`config.mk`:
```
export PLATFORM = sky130hd
export DESIGN_NAME = isp_awb_stats
export DESIGN_NICKNAME = d
export VERILOG_FILES = /design/src/rtl/isp_awb_stats_pkg.sv /design/src/rtl/isp_seq_divider.sv /design/src/rtl/isp_awb_stats.sv
export SDC_FILE = /design/constraint.sdc
export NUM_CORES = 1
export LEC_CHECK = 0
export BUFFER_PORTS_ARGS = -buffer_cell sky130_fd_sc_hd__clkbuf_2
export CORE_MARGIN = 2
export CORE_UTILIZATION = 40
export DETAILED_ROUTE_END_ITERATION = 10
export PLACE_DENSITY = 0.65
export REMOVE_ABC_BUFFERS = 1
export SLEW_MARGIN = 5
export SYNTH_ARGS = -nofsm -noshare
export SYNTH_HDL_FRONTEND = slang
export SYNTH_SLANG_ARGS = --single-unit
export TNS_END_PERCENT = 10
```
`constraint.sdc`:
```
create_clock -name clk -period 11.3 [get_ports clk]
set_input_delay 0.565 -clock clk [delete_from_list [all_inputs] [get_ports clk]]
set_output_delay 0.565 -clock clk [all_outputs]
set_load 0.01 [all_outputs]
```
`src/rtl/isp_awb_stats_pkg.sv`:
```
// isp_awb_stats_pkg: shared constants and FSM encoding for the AWB statistics engine
package isp_awb_stats_pkg;
    localparam int AWB_GAIN_ONE = 256;
    localparam int AWB_GAIN_MAX = 1023;
    typedef enum logic [1:0] {IDLE, DIV_R, DIV_B, DONE} awb_state_t;
endpackage

```
`src/rtl/isp_seq_divider.sv`:
```
// isp_seq_divider: restoring divider, one quotient bit per cycle, W cycles from start
module isp_seq_divider #(
    parameter int W = 40
) (
    input  logic         clk,
    input  logic         rst,
    input  logic         start,
    input  logic [W-1:0] numer,
    input  logic [W-1:0] denom,
    output logic         done,
    output logic [W-1:0] quot
);
    localparam int CW = $clog2(W + 1);
    logic [W-1:0] num_q, den_q, rem_q, num_s, den_s, rem_s;
    logic [W:0] trial;
    logic [CW-1:0] cnt_q;
    logic done_q, fits, step;
    // start performs the first step directly on the fresh operands
    always_comb begin
        num_s = start ? numer : num_q;
        den_s = start ? denom : den_q;
        rem_s = start ? '0 : rem_q;
        trial = {rem_s, num_s[W-1]};
        fits  = trial >= {1'b0, den_s};
        step  = start || cnt_q != '0;
    end
    always_ff @(posedge clk or posedge rst) begin
        if (rst) begin
            num_q  <= '0;
            den_q  <= '0;
            rem_q  <= '0;
            cnt_q  <= '0;
            done_q <= 1'b0;
        end else begin
            done_q <= !start && cnt_q == CW'(1);
            if (step) begin
                num_q <= {num_s[W-2:0], fits};
                den_q <= den_s;
                rem_q <= fits ? W'(trial - {1'b0, den_s}) : trial[W-1:0];
                cnt_q <= start ? CW'(W - 1) : cnt_q - CW'(1);
            end
        end
    end
    assign done = done_q;
    assign quot = num_q;
endmodule

```
`src/rtl/isp_awb_stats.sv`:
```
// isp_awb_stats: per-frame RGB sums and green-normalised AWB gains for the next frame
module isp_awb_stats
    import isp_awb_stats_pkg::*;
#(
    parameter int RGB_WIDTH = 24,
    parameter int SUM_W     = 32,
    parameter int GAIN_W    = 10,
    parameter int MIN_PIX   = 1024
) (
    input  logic                 clk,
    input  logic                 rst,
    input  logic [RGB_WIDTH-1:0] rgb_in,
    input  logic                 rgb_valid,
    input  logic                 csi_in_frame,
    output logic [GAIN_W-1:0]    gain_r,
    output logic [GAIN_W-1:0]    gain_g,
    output logic [GAIN_W-1:0]    gain_b,
    output logic                 gains_valid,
    output logic                 busy,
    output logic                 stats_dropped,
    output logic [SUM_W-1:0]     pix_count
);
    localparam int DW = SUM_W + 8;
    awb_state_t state_q, state_d;
    logic csi_q, gv_q, drop_q, rise, fall, take, qual, accept;
    logic [3:0][7:0] px;
    logic [3:0][SUM_W-1:0] acc_q, acc_d;
    logic [2:0][SUM_W-1:0] snap_q;
    logic [1:0][GAIN_W-1:0] pend_q, gain_q;
    logic [SUM_W-1:0] pix_q;
    logic div_start, div_done, div_zero;
    logic [DW-1:0] div_num, div_den, div_quot;
    logic [GAIN_W-1:0] div_gain;

    function automatic logic [SUM_W-1:0] sat_add(input logic [SUM_W-1:0] a, input logic [7:0] b);
        logic [SUM_W:0] s;
        s = {1'b0, a} + {{(SUM_W - 7){1'b0}}, b};
        return s[SUM_W] ? '1 : s[SUM_W-1:0];
    endfunction

    // acc[3..1] = R, G, B sums; acc[0] = pixel count (adds a constant 1)
    assign px     = {rgb_in, 8'd1};
    assign rise   = csi_in_frame && !csi_q;
    assign fall   = !csi_in_frame && csi_q;
    assign take   = csi_in_frame && rgb_valid;
    assign qual   = acc_q[0] >= SUM_W'(MIN_PIX);
    assign accept = fall && qual && state_q == IDLE;

    always_comb begin
        for (int i = 0; i < 4; i++) acc_d[i] = take ? sat_add(rise ? '0 : acc_q[i], px[i]) : (rise ? '0 : acc_q[i]);
    end

    // red division starts straight from the accumulators in the accepting cycle
    assign div_start = accept || (state_q == DIV_R && div_done);
    assign div_num   = {state_q == IDLE ? acc_q[2] : snap_q[1], 8'd0};
    assign div_den   = {8'd0, state_q == IDLE ? acc_q[3] : snap_q[0]};
    assign div_zero  = state_q == DIV_R ? snap_q[2] == '0 : snap_q[0] == '0;
    assign div_gain  = div_zero ? GAIN_W'(AWB_GAIN_ONE) : (|div_quot[DW-1:GAIN_W] ? '1 : div_quot[GAIN_W-1:0]);

    isp_seq_divider #(.W(DW)) u_div (
        .clk(clk), .rst(rst), .start(div_start), .numer(div_num), .denom(div_den),
        .done(div_done), .quot(div_quot)
    );

    always_comb begin
        state_d = state_q;
        case (state_q)
            IDLE:    state_d = accept ? DIV_R : IDLE;
            DIV_R:   state_d = div_done ? DIV_B : DIV_R;
            DIV_B:   state_d = div_done ? DONE : DIV_B;
            default: state_d = IDLE;
        endcase
    end

    always_ff @(posedge clk or posedge rst) begin
        if (rst) begin
            state_q <= IDLE;
            csi_q   <= 1'b0;
            acc_q   <= '0;
            snap_q  <= '0;
            pix_q   <= '0;
            pend_q  <= {2{GAIN_W'(AWB_GAIN_ONE)}};
            gain_q  <= {2{GAIN_W'(AWB_GAIN_ONE)}};
            gv_q    <= 1'b0;
            drop_q  <= 1'b0;
        end else begin
            state_q <= state_d;
            csi_q   <= csi_in_frame;
            acc_q   <= acc_d;
            gv_q    <= state_q == DONE;
            drop_q  <= fall && qual && state_q != IDLE;
            if (fall) pix_q <= acc_q[0];
            if (accept) snap_q <= acc_q[3:1];
            if (state_q == DIV_R && div_done) pend_q[1] <= div_gain;
            if (state_q == DIV_B && div_done) pend_q[0] <= div_gain;
            if (state_q == DONE) gain_q <= pend_q;
        end
    end

    assign gain_r        = gain_q[1];
    assign gain_b        = gain_q[0];
    assign gain_g        = GAIN_W'(AWB_GAIN_ONE);
    assign gains_valid   = gv_q;
    assign busy          = state_q != IDLE;
    assign stats_dropped = drop_q;
    assign pix_count     = pix_q;
endmodule

```
Yosys cells after proc, flatten, opt, wreduce, memory -nomap -nowiden:

Cells that the tools add are included.

* bits in registers: 428
* output and inout bits: 65
* word-level logic and storage cells: 79

* add/sub/neg operators: 6
* $lt $le $gt $ge: 2
* eq/ne operators: 4
* mux-type cells: 26
* reduce and logical (&&, ||, !) cells: 20

Operators with widths (count)
* $mux 32: 14
* $mux 40: 4
* $add 32x8->33: 3
* $logic_not 32->1: 2
* $ge 41x40->1: 1
* $sub 40x40->40: 1
* $add 32x1->33 const B: 1
* $ge 32x11->1 const B: 1
* $reduce_or 30->1: 1
* $mux 10: 2
* $logic_and 1x1->1: 9
* $eq 6x1->1 const B: 1
* $mux 6: 1
* $pmux 2 s3: 1
* $reduce_bool 6->1: 1
* $sub 6x1->6 const B: 1
* $eq 2x2->1 const B: 2
* $logic_not 1->1: 3
* $mux 1: 3
* $eq 2x1->1 const B: 1
* $logic_not 2->1: 1
* $logic_or 1x1->1: 2
* $mux 2: 1
* $reduce_bool 2->1: 1

Longest topological paths before layout:

Gate-level depths: netlist of run 1.

* depth in word-level cells: 8
* gate-level depth with buffers: 26

Modules after synthesis:

Synthesis of run 1 repeated with hierarchy kept, for this count alone.

* cell total of the unflattened synthesis: 2314
* area total of the unflattened synthesis: 23426.2 um2

Modules (own cells, without submodules)
* isp_awb_stats: instances 1, cells each 1412, area an instance 15294.7 um2, seq. area each 7537.2 um2
* isp_seq_divider: instances 1, cells each 902, area an instance 8131.5 um2, seq. area each 3178.0 um2

Least setup slack after synthesis of run 1:

OpenSTA, ideal clock, no wires.

* path kind: input-to-reg
* from: in csi_in_frame
* to: reg u_div.rem_q[22]
* library setup time: 126 ps
* data arrival time: 5037 ps
* slack: 6137 ps
* stages: 24
* buffers on the path: 5
* path through: nand2b_1 > clkbuf_1 > nor2_1 > o21a_1 > buf_2 > nor2_1 > clkbuf_1 > clkbuf_1 > clkbuf_1 > nand2_1 > o21ai_0 > inv_1 > fa_1 > a211oi_1 > o21bai_1 > a21oi_1 > a2111oi_0 > o21a_1 > o31a_2 > a21o_1 > a21oi_1 > xor2_1 > nor2_1 > a221o_1

* cells in the longest elaborated chain, start to end: 8
* elaborated cells on any way between the ends: 12

Ends and longest elaborated chain
* from (decl): line isp_awb_stats.sv:14 `input logic csi_in_frame,`
* $logic_not 1->1 *: line isp_awb_stats.sv:44 `assign fall = !csi_in_frame && csi_q;`
* $logic_and 1x1->1 *: line isp_awb_stats.sv:44
* $logic_and 1x1->1 * (2 in a row): line isp_awb_stats.sv:47 `assign accept = fall && qual && state_q == IDLE;`
* $logic_or 1x1->1 *: line isp_awb_stats.sv:54 `assign div_start = accept || (state_q == DIV_R && div_done);`
* $mux 40, on equally long branches: line isp_seq_divider.sv:20, isp_seq_divider.sv:21, isp_seq_divider.sv:22
* $sub 40x40->40 / $ge 41x40->1 (equally long branches): line isp_seq_divider.sv:39, isp_seq_divider.sv:24
* $mux 40: line isp_seq_divider.sv:39 `rem_q <= fits ? W'(trial - {1'b0, den_s}) : trial[W-1:0];`
* to (signal assigned): line isp_seq_divider.sv:39
* to (decl): line isp_seq_divider.sv:14 `logic [W-1:0] num_q, den_q, rem_q, num_s, den_s, rem_s;`

Mark *: on every way between the ends. The rest lies on a longest branch, timed or not.
A chain may end at the register's enable or synchronous reset.

Worst setup path in the final report of run 1:

* from: reg acc_q[22] in the netlist's numbering
* to: reg u_div.rem_q[12]

* cells in the longest elaborated chain, start to end: 7
* elaborated cells on any way between the ends: 11

Ends and longest elaborated chain
* from (decl): line isp_awb_stats.sv:27 `logic [3:0][SUM_W-1:0] acc_q, acc_d;`
* from (signal assigned): line isp_awb_stats.sv:79 `acc_q <= '0;`
* from (signal assigned): line isp_awb_stats.sv:89 `acc_q <= acc_d;`
* $ge 32x11->1 *: line isp_awb_stats.sv:46 `assign qual = acc_q[0] >= SUM_W'(MIN_PIX);`
* $logic_and 1x1->1 * (2 in a row): line isp_awb_stats.sv:47
* $logic_or 1x1->1 *: line isp_awb_stats.sv:54
* $mux 40, on equally long branches: line isp_seq_divider.sv:20, isp_seq_divider.sv:21, isp_seq_divider.sv:22
* $sub 40x40->40 / $ge 41x40->1 (equally long branches): line isp_seq_divider.sv:39, isp_seq_divider.sv:24
* $mux 40: line isp_seq_divider.sv:39

Marked as above.

==> impl_metrics.ini, run 1 <==
[synthesis]
synth-adder-area-share_pct = 4.07
synth_edf_count = 0
yosysMostFrequentCell = nand2_1
yosys_warnings = 0
synthTopCellsByArea = dfrtp_1 (47%), nand2_1 (9.3%), o21ai_0 (4.1%), ha_1 (3.7%), mux2_2 (3.5%)
async_flop_share_pct = 100
ys_seq_area_share_pct = 47.5
synth-compound-area-share_pct = 13.6
yosys_register_bits = 428
synth-simple-area-share_pct = 20.0
synthCells = 2461
synth_flop_cell = dfrtp_1
synth_top_area_share_pct = 47.0
syn-mean-instance-area_um2 = 9.17
synth_top_area_cell = dfrtp_1
synth_cell_types = 76
synth_common_cells = nand2_1 (562), dfrtp_1 (424), o21ai_0 (187)
muxShareOfSynthArea_pct = 5.23
syn_area_mm2 = 0.0226
synth_xor_area_share_pct = 5.51
synth_top_family_by_area = simple AND/OR/NAND/NOR gates

[finish]
area_growth_pct = 11.4
final_nets = 2579
layoutNonFillerInstCount = 3270
fillerInstances = 5357
multi_input_area_mm2 = 0.0110
antenna_cells = 0
regArea_mm2 = 0.0107
layout-drive-gt1-share_pct = 11.3

[timing]
finalCritPeriodShare_pct = 58.9
fmax_mhz = 150
finalSetupViolCount = 0
skew_ns = 0.0289
worst_pin_slew_ns = 1.32
rsz0062_at_grt = false
slew_headroom_pct = 11.7
period_needed_ns = 6.66
report.final.slew_viol_count = 0
fin_ws_ns = 4.64
hold_violations = 0

[clock_tree]
cts_sinks = 428
tritoncts = built
hold_buffers = 0
cts_root_buffer = clkbuf_16
numCtsBuffers = 46
post_cts_buffers = 0
clk_path_buf_depth = 3
clock_latency_ns = 0.59
ctsResizeCount = 0
h-tree-depth = 2
path_clk_slew_ns = 0.06

[detailed_routing]
avgViaCountPerCell = 5.44
wl_per_cell_um = 17.3
firstDrtPassIters = 5
drt_iter0_drc = 1356
drc_errors = 0
vias = 17800
drt_wl_total_mm = 56.5
antenna_left = 0

[die]
fp.dieW_um = 242
ios = 93
die_area_mm2 = 0.0583
die_y_um = 242
start_util_pct = 40.3
coreArea_mm2 = 0.0561
rows = 87

[grt]
grt_pass1_wl_mm = 94.2
antenna_found_initial = 0
grt-ovfl-total = 0
grt_max_degree = 166
grt_pass1_vias = 17600
grt.total_usage_pct = 19.5

[worst_setup_path]
startpoint_type = flop
end_kind = flop
critPathArrivalTime_ns = 7.13
path_cells = nor4_1 -> nand4_1 -> o21a_4 -> nor2_4 -> buf_4 -> nand2_1 -> o21ai_0 -> inv_1 -> ha_1 -> a21o_1 -> a21oi_1 -> o21ai_0 -> o31a_1 -> o2111ai_2 -> a21oi_2 -> o211ai_2 -> a21oi_2 -> o21ai_2 -> o22ai_1 -> a21o_1
required_ns = 11.77
slowest_stage = o21ai_2
cp.depth = 20
critPathMaxStageDelay_ns = 1.02
critPathTopFamily = compound AO/OA/AOI/OAI gates
critical_path_buf_inv_count = 2
path_class = reg2reg
worstRegToRegCells = 20
worstPathMaxFanout = 64

[placement]
globalplace.congestion = 0.880
port_buffers = 82
dp_hpwl_mm = 38.0
pre_cts_slack_ns = 4.35
placed_cells = 3188

[power]
total_power_uw = 3330
power.leakage_uw = 0.0122
peakVddDrop_mv = 0.112
powerDensity_mw_per_mm2 = 132

[worst_hold_path]
hold_class = in2async

[status]
status = completed

[run]
max-cap-violations = 0
cells by family after synthesis:
group / after synthesis
XOR/XNOR: 142
multiplexers: 109
AO/OA/AOI/OAI: 484
buffers and inverters: 235
AND/OR/NAND/NOR: 990
other: 2
flip-flops: 428
adder cells (fa/ha/maj): 71
stage by stage:
step / setup TNS, ns / hold slack, ns / cell area [um2] / utilization [%]
2_1_floorplan: -560.34 / 0.430 / 22000 / -
3_3_place_gp: 0 / 0.449 / 23600 / 42.1
3_5_place_dp: 0 / 0.462 / 23600 / 42.1
4_1_cts: 0 / 0.134 / 25100 / 44.9
5_1_grt: 0 / 0.150 / 25100 / 44.9
6_report: 0 / 0.138 / 25100 / 44.9
where the power goes:
group          internal (uW)  switching (uW)
clock                    899             637
sequential              1560            24.1
combinational           80.5             129
total                   2540             791
layer usage:
metal	vias to the layer above	global-route usage, %	part of all wire, %
li1	8512	-	-
met1	8713	28.3	48
met2	495	30.3	45
met3	82	2.96	5.5
met4	0	5.13	1.8
met5	-	0	0
flip-flops by register name, indices dropped and copies added (netlist names):
signal and flops:
u_div.cnt_q 6, u_div.quot 40, acc_q 128, csi_q 1, u_div.den_q 40, state_q 2, snap_q 96, gain_r 10
u_div.done 1, stats_dropped 1, gain_b 10, u_div.rem_q 40, pix_count 32, gains_valid 1, pend_q 20
worst paths after layout:
check	endpoint	start	slack (ns)
min in group clk	csi_q	csi_in_frame	0.15
hold / removal	snap_q[54]	rst	0.14
max in group asynchronous	acc_q[94]	rst	9.62
setup reg to reg	u_div.rem_q[12]	acc_q[22]	4.64
setup / recovery	u_div.rem_q[12]	acc_q[22]	4.64
hold reg to reg	pend_q[5]	pend_q[5]	0.47
layout by cell type (no fill, tap or decap), types with 6 or more instances in the layout:
cell type and n:
and3_1 101, clkinv_2 8, a21boi_0 8, nor3_1 24, o21ai_0 186, a22oi_1 25, xnor2_1 81, nand2b_1 8
o211ai_1 11, mux2i_1 38, clkbuf_8 12, ha_1 67, dfrtp_1 424, a31oi_1 42, nand4_1 35, clkbuf_2 82
mux2_2 70, clkbuf_16 46, nand3_1 52, nor4_1 33, o21a_1 6, o22a_1 18, or3_1 7, clkbuf_1 6
inv_1 94, nor2b_1 11, buf_4 19, a21o_1 28, a211oi_1 8, nor2_1 92, and4_1 10, nand2_1 562
xor2_1 61, and2_1 34, conb_1 10, a21oi_1 75, o21bai_1 18
area by class of cell:
type,count,share of cell area (%)
Inverter,96,1.46
Timing Repair Buffer,102,2.28
Clock buffer,64,5.32
Sequential cell,428,42.6
Clock inverter,18,0.816
Tap cell,756,3.76
Multi-Input combinational cell,1806,43.7
Note: power is estimated with default switching activity, not from simulation.
==> run 2: changes to the inputs <==
PLACE_DENSITY = 0.63   (was 0.65)
clock period = 6.5 ns   (was 11.3 ns; I/O delays follow)
==> impl_metrics.ini, run 2 (same netlist as run 1, synthesis figures left out) <==
[die]
ios = 93
rows = 87
die_area_mm2 = 0.0583
fp.dieW_um = 242
start_util_pct = 40.3
coreArea_mm2 = 0.0561
die_y_um = 242

[grt]
grt_pass1_wl_mm = 95.3
grt_pass1_vias = 18100
grt.total_usage_pct = 19.6
antenna_found_initial = 0
grt-ovfl-total = 0
grt_max_degree = 159

[detailed_routing]
drt_wl_total_mm = 57.3
vias = 17900
drc_errors = 0
wl_per_cell_um = 17.4
avgViaCountPerCell = 5.45
antenna_left = 0
firstDrtPassIters = 5
drt_iter0_drc = 1304

[clock_tree]
cts_sinks = 428
h-tree-depth = 2
cts_root_buffer = clkbuf_16
tritoncts = built
clock_latency_ns = 0.59
numCtsBuffers = 46
clk_path_buf_depth = 3
path_clk_slew_ns = 0.06

[worst_setup_path]
end_kind = flop
required_ns = 6.96
worstRegToRegCells = 20
r2r_slack_ns = 1.02
worstPathMaxFanout = 60
cp_common_cell = o21ai_0
r2r-start = acc_q[21]
critPathArrivalTime_ns = 5.93
path_class = reg2reg
startpoint_type = flop
path_cells = nor4_1 -> nand4_1 -> o21a_4 -> nor2_4 -> buf_12 -> nand2_1 -> o21ai_0 -> inv_1 -> ha_1 -> a21o_1 -> a21oi_1 -> o21ai_0 -> o31a_1 -> o2111ai_2 -> a2111oi_2 -> nor4_2 -> o31ai_4 -> a31oi_1 -> xor2_1 -> o21ai_1
slowest_stage = nor4_2
critPathMaxStageDelay_ns = 0.67
regToRegEndpoint = u_div.rem_q[39]

[finish]
final_core_util_pct = 45.1
area_growth_pct = 12.0
final_cell_mix = nand2_1 (562), dfrtp_1 (424), o21ai_0 (186)
top_regs = acc_q: 128 flops, snap_q: 96 flops
final_nets = 2595
largest_reg_flops = 128
fillerInstances = 5318
layout-drive-gt1-share_pct = 12.0
final_common_cell = nand2_1
layoutNonFillerInstCount = 3288
regMostFlops = acc_q
antenna_cells = 0

[power]
power.leakage_uw = 0.0123
powerDensity_mw_per_mm2 = 228
peakVddDrop_mv = 0.176

[timing]
rsz0062_at_grt = false
finalCritPeriodShare_pct = 84.2
fmax_mhz = 183
finalSetupViolCount = 0
hold_ws_ns = -0.0304
worst_pin_slew_ns = 1.18
skew_ns = 0.0218
hold_violations = 2
setup_tns_ns = 0
fin_ws_ns = 1.02
period_needed_ns = 5.48
slew_headroom_pct = 20.9
report.final.slew_viol_count = 0

[placement]
globalplace.congestion = 0.916
pre_cts_slack_ns = 1.13
port_buffers = 82
dp_hpwl_mm = 38.9
placed_cells = 3203

[status]
violations = hold timing
status = finished, violations left

[worst_hold_path]
hold_class = in2async

[run]
max-cap-violations = 0
[run 2: cell count changes in the layout (fill, tap and decap cells not counted), moves of 2 or more]
cell	before	now
clkinvlp_4	4	8
clkinv_2	8	10
buf_4	19	33
clkbuf_8	12	9
[run 2: how the worst max path moves through the flow]
stage / startpoint / end
3_5_place_dp: acc_q[21] / u_div.rem_q[1]
4_1_cts: acc_q[21] / u_div.rem_q[39]
2_1_floorplan: acc_q[11] / u_div.rem_q[22]
6_report: acc_q[21] / u_div.rem_q[39]
5_1_grt: acc_q[18] / u_div.rem_q[34]
3_3_place_gp: acc_q[22] / u_div.rem_q[17]
[run 2: area by class of cell]
| type | count | area, um2 | share of cell area [%] |
|---|---|---|---|
| multi-input cells | 1806 | 11000 | 43.5 |
| flip-flops and latches | 428 | 10700 | 42.4 |
| clock buffers | 61 | 1320 | 5.22 |
| well taps | 756 | 946 | 3.74 |
| repair buffers | 118 | 708 | 2.80 |
| inverters | 96 | 368 | 1.46 |
| clock inverters | 23 | 211 | 0.837 |
[run 2: what timing repair did]
item / CTS / global route
endpoints found under the hold margin: 1 / 0
setup buffers: 0 / 0
endpoints found under the setup margin: 0 / 0
resized for setup: 0 / 0
hold buffers: 1 / 0
[run 2: through the flow]
step	total power, uW	instance area [um2]
after floorplan	3060	22000
after global placement	3150	23700
after detailed placement	3170	23700
after CTS	5820	25300
after global routing	5970	25300
final	5750	25300
[run 2: report_power, final]
| group | switching (uW) | total [uW] | internal, uW |
|---|---|---|---|
| sequential | 41.0 | 2750 | 2710 |
| clock | 1120 | 2630 | 1510 |
| combinational | 226 | 368 | 142 |
| total | 1380 | 5750 | 4370 |
[run 2: metal layers]
layer	global-route usage (%)	vias up	share of wire (%)
met2	31.4	416	46
met4	5.83	0	2.0
met1	28.0	8890	48
li1	-	8541	-
met5	0	-	0
met3	2.30	78	4.7
[run 2: worst max-delay path, delay by kind of cell (launching register included)]
kind | cells | cell delay (ns)
AO/OA/AOI/OAI | 11 | 2.10
AND/OR/NAND/NOR | 5 | 1.91
flip-flops | 1 | 0.42
buffers and inverters | 2 | 0.38
adder cells (fa/ha/maj) | 1 | 0.37
XOR/XNOR | 1 | 0.17
